**src/rtl/tqvp_arb_pkg.sv**
```systemverilog
// Shared definitions for the TinyQV register-port arbiter: FSM state
// encoding, transaction width codes and the idle strobe value.
package tqvp_arb_pkg;

    typedef enum logic [1:0] {
        ST_IDLE  = 2'b00,
        ST_WRITE = 2'b01,
        ST_READ  = 2'b10,
        ST_DONE  = 2'b11
    } arb_state_e;

    // Transaction width codes, identical to the active-low strobe encoding
    // the peripheral expects on per_data_write_n / per_data_read_n.
    localparam logic [1:0] TXN_BYTE    = 2'b00;
    localparam logic [1:0] TXN_HALF    = 2'b01;
    localparam logic [1:0] TXN_WORD    = 2'b10;
    localparam logic [1:0] TXN_NONE    = 2'b11;
    localparam logic [1:0] STROBE_IDLE = 2'b11;

    // Bit mask that keeps only the lanes covered by a transaction width.
    function automatic logic [31:0] width_mask(input logic [1:0] width);
        logic [31:0] mask;
        mask = 32'h0000_0000;
        case (width)
            TXN_BYTE: mask = 32'h0000_00FF;
            TXN_HALF: mask = 32'h0000_FFFF;
            TXN_WORD: mask = 32'hFFFF_FFFF;
            default:  mask = 32'h0000_0000;
        endcase
        return mask;
    endfunction

endpackage

```
**src/rtl/tqvp_rdata_mask.sv**
```systemverilog
// Combinational read-data masking: clears the lanes above the transaction
// width. An illegal width yields zero.
module tqvp_rdata_mask
    import tqvp_arb_pkg::*;
(
    input  logic [1:0]  width_i,
    input  logic [31:0] data_i,
    output logic [31:0] data_o
);

    assign data_o = data_i & width_mask(width_i);

endmodule

```
**src/rtl/tqvp_reg_arbiter.sv**
```systemverilog
// Two-requester round-robin arbiter sharing one TinyQV peripheral register
// port between the SPI host (m0) and the on-chip sequencer (m1).
// Optional build macro ARB_TIMEOUT_EN adds a read wait-state timeout that
// completes the read with err=1 after TIMEOUT_CYCLES cycles without ready.
module tqvp_reg_arbiter
    import tqvp_arb_pkg::*;
#(
    parameter int unsigned TIMEOUT_CYCLES = 255,
    parameter int unsigned ADDR_W         = 6
) (
    input  logic              clk,
    input  logic              rst_n,

    input  logic              m0_req,
    input  logic              m0_we,
    input  logic [ADDR_W-1:0] m0_addr,
    input  logic [31:0]       m0_wdata,
    input  logic [1:0]        m0_width,
    output logic              m0_ack,
    output logic [31:0]       m0_rdata,
    output logic              m0_err,

    input  logic              m1_req,
    input  logic              m1_we,
    input  logic [ADDR_W-1:0] m1_addr,
    input  logic [31:0]       m1_wdata,
    input  logic [1:0]        m1_width,
    output logic              m1_ack,
    output logic [31:0]       m1_rdata,
    output logic              m1_err,

    output logic [ADDR_W-1:0] per_address,
    output logic [31:0]       per_data_in,
    output logic [1:0]        per_data_write_n,
    output logic [1:0]        per_data_read_n,
    input  logic [31:0]       per_data_out,
    input  logic              per_data_ready,

    output logic              busy,
    output logic              grant_id
);

    arb_state_e        state_q, state_d;
    logic              prio_q, prio_d;
    logic              owner_q, owner_d;
    logic [1:0]        width_q, width_d;
    logic [ADDR_W-1:0] addr_q, addr_d;
    logic [31:0]       wdata_q, wdata_d;
    logic [31:0]       rdata_q, rdata_d;

    logic              any_req;
    logic              req_owner;
    logic              sel_we;
    logic [ADDR_W-1:0] sel_addr;
    logic [31:0]       sel_wdata;
    logic [1:0]        sel_width;
    logic [31:0]       rdata_masked;

`ifdef ARB_TIMEOUT_EN
    localparam int unsigned CNT_W =
        ($clog2(TIMEOUT_CYCLES + 1) > 8) ? $clog2(TIMEOUT_CYCLES + 1) : 8;
    localparam logic [CNT_W-1:0] CNT_LAST = CNT_W'(TIMEOUT_CYCLES - 1);

    logic [CNT_W-1:0] wait_cnt_q, wait_cnt_d;
    logic             err_q, err_d;
`else
    // Keeps the timeout parameter referenced when the counter is compiled out.
    logic unused_timeout_cfg;
    assign unused_timeout_cfg = (TIMEOUT_CYCLES == 0);
`endif

    // Grant selection: the priority pointer breaks ties, a lone requester wins.
    assign any_req   = m0_req | m1_req;
    assign req_owner = (m0_req && m1_req) ? prio_q : m1_req;
    assign sel_we    = req_owner ? m1_we    : m0_we;
    assign sel_addr  = req_owner ? m1_addr  : m0_addr;
    assign sel_wdata = req_owner ? m1_wdata : m0_wdata;
    assign sel_width = req_owner ? m1_width : m0_width;

    tqvp_rdata_mask u_rdata_mask (
        .width_i (width_q),
        .data_i  (per_data_out),
        .data_o  (rdata_masked)
    );

    // Next-state and datapath update for the IDLE/WRITE/READ/DONE sequence.
    always_comb begin
        // NOTE: every variable gets its hold value first so no path through
        // the case statement can leave one unassigned and infer a latch.
        state_d = state_q;
        prio_d  = prio_q;
        owner_d = owner_q;
        width_d = width_q;
        addr_d  = addr_q;
        wdata_d = wdata_q;
        rdata_d = rdata_q;
`ifdef ARB_TIMEOUT_EN
        wait_cnt_d = wait_cnt_q;
        err_d      = err_q;
`endif

        case (state_q)
            ST_IDLE: begin
                if (any_req) begin
                    owner_d = req_owner;
                    prio_d  = ~req_owner;
                    width_d = sel_width;
                    rdata_d = 32'h0000_0000;
`ifdef ARB_TIMEOUT_EN
                    wait_cnt_d = '0;
                    err_d      = 1'b0;
`endif
                    if (sel_width == TXN_NONE) begin
                        // Illegal width: complete without touching the peripheral.
                        state_d = ST_DONE;
                    end else begin
                        addr_d  = sel_addr;
                        wdata_d = sel_wdata;
                        state_d = sel_we ? ST_WRITE : ST_READ;
                    end
                end
            end

            ST_WRITE: begin
                state_d = ST_DONE;
            end

            ST_READ: begin
                if (per_data_ready) begin
                    rdata_d = rdata_masked;
                    state_d = ST_DONE;
                end
`ifdef ARB_TIMEOUT_EN
                else if (wait_cnt_q == CNT_LAST) begin
                    rdata_d = 32'h0000_0000;
                    err_d   = 1'b1;
                    state_d = ST_DONE;
                end else begin
                    wait_cnt_d = wait_cnt_q + 1'b1;
                end
`endif
            end

            ST_DONE: begin
                // req is deliberately not sampled here.
                state_d = ST_IDLE;
            end

            default: state_d = ST_IDLE;
        endcase
    end

    // State and datapath registers.
    always_ff @(posedge clk or negedge rst_n) begin
        if (!rst_n) begin
            state_q <= ST_IDLE;
            prio_q  <= 1'b0;
            owner_q <= 1'b0;
            width_q <= TXN_NONE;
            addr_q  <= '0;
            wdata_q <= 32'h0000_0000;
            rdata_q <= 32'h0000_0000;
        end else begin
            // NOTE: non-blocking assignments so every register samples the
            // pre-edge values, independent of statement order.
            state_q <= state_d;
            prio_q  <= prio_d;
            owner_q <= owner_d;
            width_q <= width_d;
            addr_q  <= addr_d;
            wdata_q <= wdata_d;
            rdata_q <= rdata_d;
        end
    end

`ifdef ARB_TIMEOUT_EN
    // Read wait-state counter and error flag.
    always_ff @(posedge clk or negedge rst_n) begin
        if (!rst_n) begin
            wait_cnt_q <= '0;
            err_q      <= 1'b0;
        end else begin
            wait_cnt_q <= wait_cnt_d;
            err_q      <= err_d;
        end
    end

    assign m0_err = err_q;
    assign m1_err = err_q;
`else
    assign m0_err = 1'b0;
    assign m1_err = 1'b0;
`endif

    // NOTE: strobes decode straight from state_q, so an asynchronous reset
    // returns them to idle immediately rather than on the next edge.
    assign per_data_write_n = (state_q == ST_WRITE) ? width_q : STROBE_IDLE;
    assign per_data_read_n  = (state_q == ST_READ)  ? width_q : STROBE_IDLE;
    assign per_address      = addr_q;
    assign per_data_in      = wdata_q;

    assign m0_ack   = (state_q == ST_DONE) && !owner_q;
    assign m1_ack   = (state_q == ST_DONE) &&  owner_q;
    assign m0_rdata = rdata_q;
    assign m1_rdata = rdata_q;

    assign busy     = (state_q != ST_IDLE);
    assign grant_id = owner_q;

endmodule

```
**config.mk**
```make
export PLATFORM = sky130hd
export DESIGN_NAME = tqvp_reg_arbiter
export DESIGN_NICKNAME = d
export VERILOG_FILES = /design/src/rtl/tqvp_arb_pkg.sv /design/src/rtl/tqvp_rdata_mask.sv /design/src/rtl/tqvp_reg_arbiter.sv
export SDC_FILE = /design/constraint.sdc
export NUM_CORES = 1
export LEC_CHECK = 0
export ABC_AREA = 1
export BUFFER_PORTS_ARGS = -buffer_cell sky130_fd_sc_hd__buf_2
export CAP_MARGIN = 20
export CORE_MARGIN = 5
export CORE_UTILIZATION = 41
export CTS_BUF_LIST = sky130_fd_sc_hd__clkbuf_8
export DETAILED_ROUTE_END_ITERATION = 7
export HOLD_SLACK_MARGIN = 0.03
export PLACE_DENSITY = 0.87
export RECOVER_POWER = 100
export SYNTH_ARGS = -nofsm -noshare
export SYNTH_HDL_FRONTEND = slang
export SYNTH_HIERARCHICAL = 1
export SYNTH_SLANG_ARGS = --single-unit
export TNS_END_PERCENT = 50
```
**constraint.sdc**
```tcl
create_clock -name clk -period 1.56 [get_ports clk]
set_clock_uncertainty 0.05 [all_clocks]
set_input_delay 0.234 -clock clk [delete_from_list [all_inputs] [get_ports clk]]
set_output_delay 0.234 -clock clk [all_outputs]
set_load 0.005 [all_outputs]
```
Yosys cells after proc, flatten, opt, wreduce, memory -nomap -nowiden
Index checks and enable logic that the tools add are counted.
W data, S select, Z words.
{"block": "word_totals", "reg_bits": 76, "latch_bits": 0, "ram_bits": 0, "romBits": 0, "in_bits": 119, "output_inout_bits": 112, "wordCells": 47, "mem_count": 0}
{"block": "classes", "n_addsub": 0, "n_mul": 0, "n_div": 0, "magnitude_cmp": 0, "eq_ne": 8, "shift": 0, "muxes": 16, "bitwise": 4, "reduce_logical": 12}
{"cell": "$mux W32", "n": 3}
{"cell": "$pmux W32 S3", "n": 1}
{"cell": "$pmux W32 S2", "n": 1}
{"cell": "$and A32 B32 Y32", "n": 1}
{"cell": "$mux W2", "n": 7}
{"cell": "$eq A2 B2 Y1 const B", "n": 4}
{"cell": "$pmux W2 S4", "n": 1}
{"cell": "$mux W6", "n": 1}
{"cell": "$reduce_and A3 Y1", "n": 2}
{"cell": "$eq A2 B1 Y1 const B", "n": 2}
{"cell": "$logic_not A2 Y1", "n": 2}
{"cell": "$ne A2 B2 Y1 const B", "n": 2}
{"cell": "$reduce_and A2 Y1", "n": 2}
{"cell": "$reduce_bool A2 Y1", "n": 2}
{"cell": "$logic_and A1 B1 Y1", "n": 3}
{"cell": "$mux W1", "n": 2}
{"cell": "$not A1 Y1", "n": 2}
{"cell": "$logic_not A1 Y1", "n": 1}
{"cell": "$or A1 B1 Y1", "n": 1}

Longest topological paths before layout
Gate-level depths: netlist of run 1.
{"block": "logic_depth", "ltp_word": 7, "depth_mapped": 11, "depth_no_buf": 9}

Hierarchy
The synthesis of run 1 kept the hierarchy.
{"mod": "tqvp_reg_arbiter", "instances": 1, "cells_each": 402, "area_each_um2": 3758.6, "seq_area_each_um2": 1904.3}
{"mod": "tqvp_rdata_mask", "instances": 1, "cells_each": 71, "area_each_um2": 301.5, "seq_area_each_um2": 0.0}

Worst setup path before layout of run 1
No wires, ideal clock.
{"block": "synth_path", "path_kind": "flip-flop to flip-flop", "start": "register state_q[0]", "end": "register rdata_q[13], in the netlist m0_rdata[13]", "setup_ns": 0.121, "arrival_time_ns": 1.478, "required_ns": 1.389, "setup_slack_ns": -0.089, "path_stages_with_launch": 10, "path_buffers": 2, "period_less_slack_ns": 1.649, "path_cell_list": "dfrtp_1 inv_1 ha_1 clkbuf_1 inv_2 o21ai_2 inv_2 buf_2 nand3_1 o21ai_1"}
{"block": "synth_between", "elab_chain_cells": 3, "word_cells_on_any_way": 7, "classes_between": "3 x eq/ne; 1 x mux; 3 x reduce/logical"}
{"item": "start, declared", "line": "tqvp_reg_arbiter.sv:43", "source": "arb_state_e state_q, state_d;"}
{"item": "start signal, assigned", "line": "tqvp_reg_arbiter.sv:166", "source": "state_q <= state_d;"}
{"item": "$eq A2 B2 Y1 / $logic_not A2 Y1 (equally long branches)", "line": "tqvp_reg_arbiter.sv:102", "source": "case (state_q)"}
{"item": "$ne A2 B2 Y1 (no source line) / $reduce_bool A2 Y1 (equally long branches)"}
{"item": "$reduce_and A3 Y1 (no source line)"}
{"item": "end signal, assigned", "line": "tqvp_reg_arbiter.sv:172", "source": "rdata_q <= rdata_d;"}
{"item": "end, declared", "line": "tqvp_reg_arbiter.sv:49", "source": "logic [31:0] rdata_q, rdata_d;"}
Several ways; a longest one is shown, not always the timed one.
A chain may end at the register's enable or synchronous reset.

Final worst setup path of run 1
{"block": "layout_path", "start": "register state_q[1]", "end": "register wdata_q[25], in the netlist per_data_in[25]"}
{"block": "layout_between", "elab_chain_cells": 2}
{"item": "$logic_not A2 Y1", "line": "tqvp_reg_arbiter.sv:102"}
{"item": "$reduce_and A3 Y1 (no source line)"}
{"item": "end signal, assigned", "line": "tqvp_reg_arbiter.sv:171", "source": "wdata_q <= wdata_d;"}
{"item": "end, declared", "line": "tqvp_reg_arbiter.sv:48", "source": "logic [31:0] wdata_q, wdata_d;"}
No other way between the ends.

==> results of run 1 <==
[cell usage after synthesis]
cell type,count
ha_1,7
a21oi_1,3
nor2_4,1
nand2_2,4
buf_4,34
o21ai_2,1
conb_1,1
dfrtp_1,74
o21ai_0,3
clkbuf_1,3
a21oi_2,1
nor2_1,20
buf_6,7
dfstp_2,2
nand3_1,35
o21ai_1,71
buf_2,15
inv_2,5
buf_1,1
nand2_1,74
mux2i_1,38
inv_1,73
[worst reg2reg max path, stage by stage (launching register included)]
cell and delay, ns:
dfrtp_2 0.47, inv_2 0.13, ha_4 0.17, inv_6 0.05, nor2_4 0.14, nand2_8 0.13, clkbuf_16 0.21, nand2_1 0.06
o21ai_1 0.06
[metrics by stage]
stage                     hold WS (ns)  setup TNS (ns)  cell area (um^2)  utilization
final                            0.112         -0.0172              5620        0.577
after global routing            0.0955           -3.97              5620        0.577
after CTS                       0.0920          -0.102              5410        0.556
after detailed placement         0.239         -0.0516              5130        0.527
after global placement           0.233               0              5130        0.527
after floorplan                 -0.112               0              4070            -
[cell families after synthesis]
logic type      Yosys count  synth area share
compound gates           79            0.0992
buf+inv                 138             0.177
simple gates            134             0.139
fa+ha+maj                 7            0.0216
mux                      38            0.0937
flops                    76             0.469
other cells               1          0.000924
[routing by layer]
metal  share of wire  vias to the layer above  track usage  routed length [um]
li1                -                     1858            -                   -
met1            0.41                     1684        0.238                4850
met2            0.49                      182        0.305                5800
met3           0.090                        5       0.0429                1060
met4          0.0060                        0       0.0454                  71
met5               0                        -            0                   0
[repair_timing]
item / in CTS / in global routing
resized for setup: 11 / 37
endpoints found under the setup margin: 19 / 48
endpoints found under the hold margin: 74 / 0
gates cloned: 0 / 6
hold buffers: 1 / 0
pin swaps: 0 / 5
setup buffers: 2 / 2
[registers in the layout (all words and copies together), names as in the netlist]
register and cells:
per_address 6, width_q 2, prio_q 1, state_q 2, per_data_in 32, m0_rdata 32
grant_id 1
[area by class of cell]
cell class,count,area [um^2],area share
Inverter,78,298,0.0530
Sequential cell,76,1910,0.339
Clock buffer,11,151,0.0270
Clock inverter,4,72.6,0.0129
Tap cell,133,166,0.0296
Multi-Input combinational cell,260,1600,0.284
Timing Repair Buffer,253,1430,0.254
[power groups by stage]
| stage | logic, W | registers [W] | clock network [W] |
|---|---|---|---|
| finish | 0.00520 | 0.00356 | 0.00169 |
| global route | 0.00578 | 0.00369 | 0.00183 |
| CTS | 0.00484 | 0.00350 | 0.00174 |
| detailed placement | 0.00473 | 0.00350 | 0 |
| global placement | 0.00462 | 0.00346 | 0 |
| floorplan | 0.00295 | 0.00354 | 0 |
[path summary, 6_finish.rpt]
path,endpoint,cells past startpoint,slack (ns),startpoint
worst min-delay path,per_data_in[0],3,0.11,m1_wdata[0]
min in group asynchronous,m0_rdata[23],3,0.55,rst_n
worst min register to register,per_address[5],2,0.44,per_address[5]
worst max-delay path,per_data_in[25],8,-0.01,state_q[1]
max in group asynchronous,state_q[1],3,0.37,rst_n
worst max register to register,per_data_in[25],8,-0.01,state_q[1]
==> impl_metrics.tcl, run 1 <==
set metrics [dict create \
    antennaDiodeCount 0 \
    grt_pass1_wl_um 16800 \
    failed_checks "negative setup slack" \
    rsz0062_at_grt "yes" \
    p_seq_frac 0.341 \
    place_inst 789 \
    clk_pin_slew_ns 0.09 \
    worstSetupEndpointType "flip-flop" \
    area_delta_synth_final_pct 38.3 \
    first_global_vias 3437 \
    vias 3729 \
    cp_cell_sequence "inv_2 -> ha_4 -> inv_6 -> nor2_4 -> nand2_8 -> clkbuf_16 -> nand2_1 -> o21ai_1" \
    synth_top_area_cell "dfrtp_1" \
    synthTopCellsByArea "dfrtp_1, mux2i_1, o21ai_1, nand2_1, inv_1" \
    p_total_w 0.0105 \
    p_leak_nw 3.11 \
    switchingPower_w 0.00419 \
    grt_max_degree 77 \
    clockBufferDepth 2 \
    maxCapViolCount 0 \
    hp-class "in2reg" \
    worstSetupPathType "reg2reg" \
    run_status "finished, violations left" \
    dp_hpwl_um 8530 \
    fill_cells 920 \
    numCtsBuffers 9 \
    detail-route-antenna-nets 0 \
    yosysWarningCount 6 \
    combPwrFrac 0.497 \
    wl_per_cell_um 14.4 \
    ctsHtreeMaxLevel 3 \
    max_freq_mhz 637 \
    path_max_fanout 18 \
    drtPass1Iterations 4 \
    die_area_um2 12000 \
    seq_area_frac_synth 0.469 \
    critPathMaxStageDelay_ns 0.47 \
    p_clk_frac 0.162 \
    synth_cell_types 22 \
    cts_tree "done" \
    arrival_ns 1.74 \
    core_um2 9730 \
    yosysTopAreaCellShare 0.456 \
    finalHoldViolCount 0 \
    vdd.ir_drop.worst_v 0.000727 \
    max_slew_margin 0.532 \
    grtUsageTotal 0.182 \
    ys_seq_elements 76 \
    worst_slew_pin_slew_ns 0.701 \
    start_util 0.417 \
    setup_violations 3 \
    rows 36 \
    slowest_stage "dfrtp_2" \
    finalMaxSlewViolations 0 \
    swShare 0.401 \
    clk_latency_ns 0.33 \
    final_cell_mix "buf_2, dfrtp_1, inv_1" \
    critPathRequiredTime_ns 1.73 \
    port_buffers 228 \
    totalWireLength_um 11800 \
    io-pin-count 231 \
    overflow 0 \
    min_period_ns 1.57 \
    drc_errors 0 \
    min_period_over_period 1.01 \
    final_cells 815 \
    synth_area_um2 4060 \
    fin_ws_ns -0.00980 \
    drt_iter0_drc 179 \
    cp_top_family "flip-flops" \
    cts.sinks 76 \
    antenna_found_initial 0 \
    crit_buf_inv 3 \
    drive_gt1_frac 0.368 \
    synth_area_per_cell_um2 8.58 \
    dp_slack_ns -0.0223 \
    worst_setup_path_start_kind "flip-flop" \
    cell_internal_pwr_w 0.00626 \
    dieWidth_um 110 \
    powerDensity_nw_per_um2 1860 \
    cts_root_buf "clkbuf_8" \
    gp_congestion 0.748 \
    via_per_inst 4.58 \
    final_nets 804 \
    fp.dieH_um 110 \
    postSynthCellCount 473 \
    final_common_cell "buf_2" \
]
Note: power is estimated with default switching activity, not from simulation.
==> inputs of run 2 (changes only) <==
==> constraint.sdc (replaced) <==
create_clock -name clk -period 1.43 [get_ports clk]
set_clock_uncertainty 0.05 [all_clocks]
set_input_delay 0.2145 -clock clk [delete_from_list [all_inputs] [get_ports clk]]
set_output_delay 0.2145 -clock clk [all_outputs]
set_load 0.005 [all_outputs]
==> run 2 against run 1 <==
Effect of this change:
- the flow still finishes with violations (negative setup slack)
- final area increased by 6.2%
- combinational power is 33% higher
- setup slack worse by 0.15 ns
- total power grew 21%
- hold slack lost 0.016 ns
- critical endpoint is now per_data_write_n[1]
- largest power group unchanged
- global-route usage grew 2.2 points
- core utilization is 3.6 points higher
- sequential share of layout area down 2.0 points
- critical path type is now reg2out
- register-to-register slack got worse by 0.14 ns
==> impl_metrics.tcl, run 2 (synthesized netlist as in run 1, its figures left out) <==
set metrics [dict create \
    run_status "finished, violations left" \
    failed_checks "negative setup slack" \
    core_um2 9730 \
    critPathMaxStageDelay_ns 0.45 \
    vias 3882 \
    powerDensity_nw_per_um2 2110 \
    io-pin-count 231 \
    numCtsBuffers 9 \
    via_per_inst 4.67 \
    p_total_w 0.0126 \
    grt_pass1_wl_um 18900 \
    finalMaxSlewViolations 0 \
    final_nets 819 \
    drt_iter0_drc 175 \
    placed_area_um2 5180 \
    final_cell_mix "buf_2, dfrtp_1, inv_1" \
    vdd.ir_drop.worst_v 0.000908 \
    max_freq_mhz 630 \
    antennaDiodeCount 0 \
    finalInstanceArea_um2 5970 \
    arrival_ns 1.32 \
    cp_top_family "flip-flops" \
    p_leak_nw 3.26 \
    clockBufferDepth 2 \
    fin_hold_ws_ns 0.0956 \
    min_period_over_period 1.11 \
    first_global_vias 3870 \
    grt_max_degree 77 \
    antenna_found_initial 0 \
    rows 36 \
    fp.dieH_um 110 \
    critPathRequiredTime_ns 1.17 \
    slowest_stage "dfrtp_2" \
    port_buffers 228 \
    area_delta_synth_final_pct 46.9 \
    cts_root_buf "clkbuf_8" \
    max_slew_margin 0.529 \
    cts.sinks 76 \
    fin_ws_ns -0.157 \
    worstSetupEndpointType "output port" \
    hp-class "in2reg" \
    grtUsageTotal 0.204 \
    totalWireLength_um 12800 \
    min_period_ns 1.59 \
    worst_setup_path_start_kind "flip-flop" \
    wl_per_cell_um 15.4 \
    cts_tree "done" \
    gp_congestion 0.792 \
    drc_errors 0 \
    maxCapViolCount 0 \
    clk_latency_ns 0.33 \
    drtPass1Iterations 5 \
    path_max_fanout 3 \
    dp_hpwl_um 8750 \
    detail-route-antenna-nets 0 \
    crit_top_cell "buf_6" \
    crit_buf_inv 3 \
    dp_slack_ns -0.437 \
    rsz0062_at_grt "yes" \
    dieWidth_um 110 \
    final_common_cell "buf_2" \
    drive_gt1_frac 0.414 \
    worst_slew_pin_slew_ns 0.706 \
    worstSetupPathType "reg2out" \
    ctsHtreeMaxLevel 3 \
    finalHoldViolCount 0 \
    setup_violations 79 \
    die_area_um2 12000 \
    overflow 0 \
    start_util 0.417 \
    clk_pin_slew_ns 0.08 \
    cp_cell_sequence "inv_2 -> buf_6 -> ha_4 -> nand2_2 -> buf_6" \
]
run 2: cell count changes in the layout (fill, tap and decap cells not counted), sizes merged, moves of 2 or more:
cell	delta
buf	+12
clkinv	+3
inv	-2
clkinvlp	+2
run 2: power by group:
part / switching, W / internal [W]
clock network: 0.000800 / 0.000977
registers: 0.000739 / 0.00317
logic: 0.00360 / 0.00332
total: 0.00514 / 0.00747
run 2: worst register-to-register path: stages, from the launching register on:
cell and delay [ns]:
dfrtp_2 0.45, inv_2 0.10, ha_4 0.17, inv_6 0.03
buf_6 0.12, nor2_4 0.10, nand2_4 0.12, clkbuf_16 0.21
o21ai_1 0.17
run 2: path summary, 6_finish.rpt:
| path | start | to | slack, ns | cells after the start |
|---|---|---|---|---|
| min in group asynchronous | rst_n | m0_rdata[21] | 0.51 | 3 |
| worst max register to register | state_q[1] | per_data_in[3] | -0.15 | 8 |
| max in group asynchronous | rst_n | state_q[1] | 0.30 | 3 |
| worst min-delay path | m1_wdata[27] | per_data_in[27] | 0.1 | 3 |
| worst min register to register | per_data_in[22] | per_data_in[22] | 0.45 | 2 |
| worst max-delay path | state_q[1] | per_data_write_n[1] | -0.16 | 5 |
run 2: repair_timing:
action,in CTS,in global routing
gates cloned,4,4
hold buffers,1,0
buffers inserted,11,1
setup endpoints to repair,79,83
pin swaps,2,6
endpoints found under the hold margin,74,0
gates resized for setup,52,36
run 2: through the flow:
step                utilization  setup TNS, ns  std cells
global placement          0.533         -12.85        794
CTS                       0.597          -5.30        826
finish                    0.613          -8.70        831
global route              0.613         -15.46        831
detailed placement        0.533         -16.22        794
floorplan                     -          -3.58        474
run 2: cell type report:
type                    instances  area (um^2)
clock buffers                   9          124
well taps                     133          166
clock inverters                 7         92.6
multi-input cells             261         1720
repair buffers                267         1650
inverters                      78          305
fillers                       852         3760
flip-flops and latches         76         1910
run 2: metal layers:
layer / up-vias / track usage / share of wire
met2: 201 / 0.367 / 0.51
met5: - / 0 / 0
met1: 1777 / 0.245 / 0.39
li1: 1897 / - / -
met3: 7 / 0.0493 / 0.090
met4: 0 / 0.0516 / 0.0078
==> inputs of run 3 (changes only) <==
--- a/config.mk
+++ b/config.mk
@@ -8,6 +8,7 @@
 export ABC_AREA = 1
 export BUFFER_PORTS_ARGS = -buffer_cell sky130_fd_sc_hd__buf_2
 export CAP_MARGIN = 20
+export CORE_ASPECT_RATIO = 1.25
 export CORE_MARGIN = 5
 export CORE_UTILIZATION = 41
 export CTS_BUF_LIST = sky130_fd_sc_hd__clkbuf_8
==> run 3 against run 2 <==
Effect of this change:
- the flow still finishes with violations (negative setup slack)
- critical endpoint unchanged
- setup slack gained 0.0083 ns
- global-route usage shrank 0.64 points
- final area shrank 2.9%
- highest routed layer unchanged
- critical path depth is the same
==> impl_metrics.tcl, run 3 (synthesized netlist as in run 1, its figures left out) <==
set metrics [dict create \
    setup.worst_path.end "per_data_write_n[1]" \
    dp_hpwl_um 8630 \
    grt_max_degree 42 \
    dp_slack_ns -0.417 \
    crit_buf_inv 3 \
    slowest_stage "dfrtp_2" \
    rsz0062_at_grt "yes" \
    worstSetupEndpointType "output port" \
    min_period_ns 1.58 \
    p_clk_frac 0.146 \
    combPwrFrac 0.536 \
    final_nets 815 \
    ctsHtreeMaxLevel 3 \
    finalHoldViolCount 0 \
    arrival_ns 1.31 \
    r2r_slack_ns -0.13 \
    via_per_inst 4.73 \
    critPathRequiredTime_ns 1.17 \
    final_common_cell "buf_2" \
    numCtsBuffers 9 \
    max_freq_mhz 634 \
    first_global_vias 3882 \
    grt_pass1_wl_um 18900 \
    crit_top_cell "buf_6" \
    overflow 0 \
    start_util 0.420 \
    clk_latency_ns 0.34 \
    swShare 0.406 \
    run_status "finished, violations left" \
    hp-class "in2reg" \
    dieWidth_um 99.0 \
    worst_setup_path_start_kind "flip-flop" \
    powerDensity_nw_per_um2 2090 \
    totalWireLength_um 12200 \
    fp.dieH_um 121 \
    r2r-end "per_data_in[13]" \
    min_period_over_period 1.10 \
    cp_cell_sequence "inv_2 -> buf_6 -> ha_4 -> nand2_2 -> buf_6" \
    drtPass1Iterations 4 \
    failed_checks "negative setup slack" \
    grtUsageTotal 0.198 \
    drive_gt1_frac 0.416 \
    die_area_um2 12000 \
    fin_hold_ws_ns 0.0892 \
    finalMaxSlewViolations 0 \
    p_leak_nw 3.24 \
    p_seq_frac 0.318 \
    cell_internal_pwr_w 0.00719 \
    drc_errors 0 \
    clockBufferDepth 2 \
    worst_slew_pin_slew_ns 0.656 \
    startpoint "state_q[1]" \
    final_cell_mix "buf_2, dfrtp_1, inv_1" \
    maxCapViolCount 0 \
    detail-route-antenna-nets 0 \
    io-pin-count 231 \
    cts.sinks 76 \
    fin_util 0.600 \
    core_um2 9660 \
    area_delta_synth_final_pct 42.7 \
    antenna_found_initial 0 \
    wl_per_cell_um 14.9 \
    worst-path-stages 5 \
    path_max_fanout 3 \
    setup_violations 79 \
    port_buffers 228 \
    switchingPower_w 0.00491 \
    gp_congestion 0.827 \
    fill_cells 874 \
    critPathMaxStageDelay_ns 0.44 \
    setup_tns_ns -7.12 \
    clk_pin_slew_ns 0.08 \
    fin_ws_ns -0.148 \
    cts_tree "done" \
    vdd.ir_drop.worst_v 0.000970 \
    vias 3876 \
    drt_iter0_drc 120 \
    r2r_cells 9 \
    worstSetupPathType "reg2out" \
    max_slew_margin 0.562 \
    rows 40 \
    antennaDiodeCount 0 \
    r2r-start "state_q[1]" \
    cts_root_buf "clkbuf_8" \
    cp_top_family "flip-flops" \
]
-- run 3: worst min path at each step --
stage	start	end	slack (ns)	cells past startpoint
6_report	m1_wdata[13]	per_data_in[13]	0.09	3
5_1_grt	m1_wdata[0]	per_data_in[0]	0.08	3
3_5_place_dp	rst_n	m0_rdata[18]	0.10	1
4_1_cts	m1_wdata[4]	per_data_in[4]	0.06	3
3_3_place_gp	rst_n	m0_rdata[16]	0.10	1
2_1_floorplan	rst_n	grant_id	-0.13	0
-- run 3: what timing repair did --
action / in CTS / in global routing
pin swaps: 2 / 4
hold endpoints to repair: 23 / 0
setup endpoints to repair: 79 / 83
hold buffers: 1 / 0
setup buffers: 10 / 3
cloned: 3 / 2
gates resized for setup: 36 / 40
-- run 3: stage by stage --
stage / std cells / instance area, um^2 / total power [W]
after floorplan: 474 / 4120 / 0.00724
after global placement: 786 / 5160 / 0.00877
after detailed placement: 786 / 5160 / 0.00894
after CTS: 816 / 5670 / 0.0117
after global routing: 820 / 5800 / 0.0131
final: 820 / 5800 / 0.0121
-- run 3: tightest hold or removal path, delay by kind of cell --
kind            cells  cell delay [ns]
compound gates      1             0.10
buf+inv             1             0.07
mux                 1             0.05
-- run 3: cell type report --
class	count	area, um^2	area share
flip-flops and latches	76	1910	0.329
clock inverters	3	42.5	0.00734
repair buffers	263	1530	0.264
multi-input cells	261	1670	0.288
well taps	126	158	0.0272
inverters	78	310	0.0535
clock buffers	13	179	0.0309
-- run 3: layer usage --
layer | GRT usage | wire length, um
met5 | 0 | 0
met3 | 0.0558 | 1270
met1 | 0.240 | 4650
met2 | 0.340 | 6180
met4 | 0.0606 | 131
-- run 3: power by group through the flow --
stage,Combinational (W),Sequential [W],Clock (W)
final,0.00649,0.00385,0.00176
after global routing,0.00713,0.00401,0.00192
after CTS,0.00612,0.00380,0.00182
after detailed placement,0.00514,0.00380,0
after global placement,0.00499,0.00378,0
after floorplan,0.00338,0.00386,0
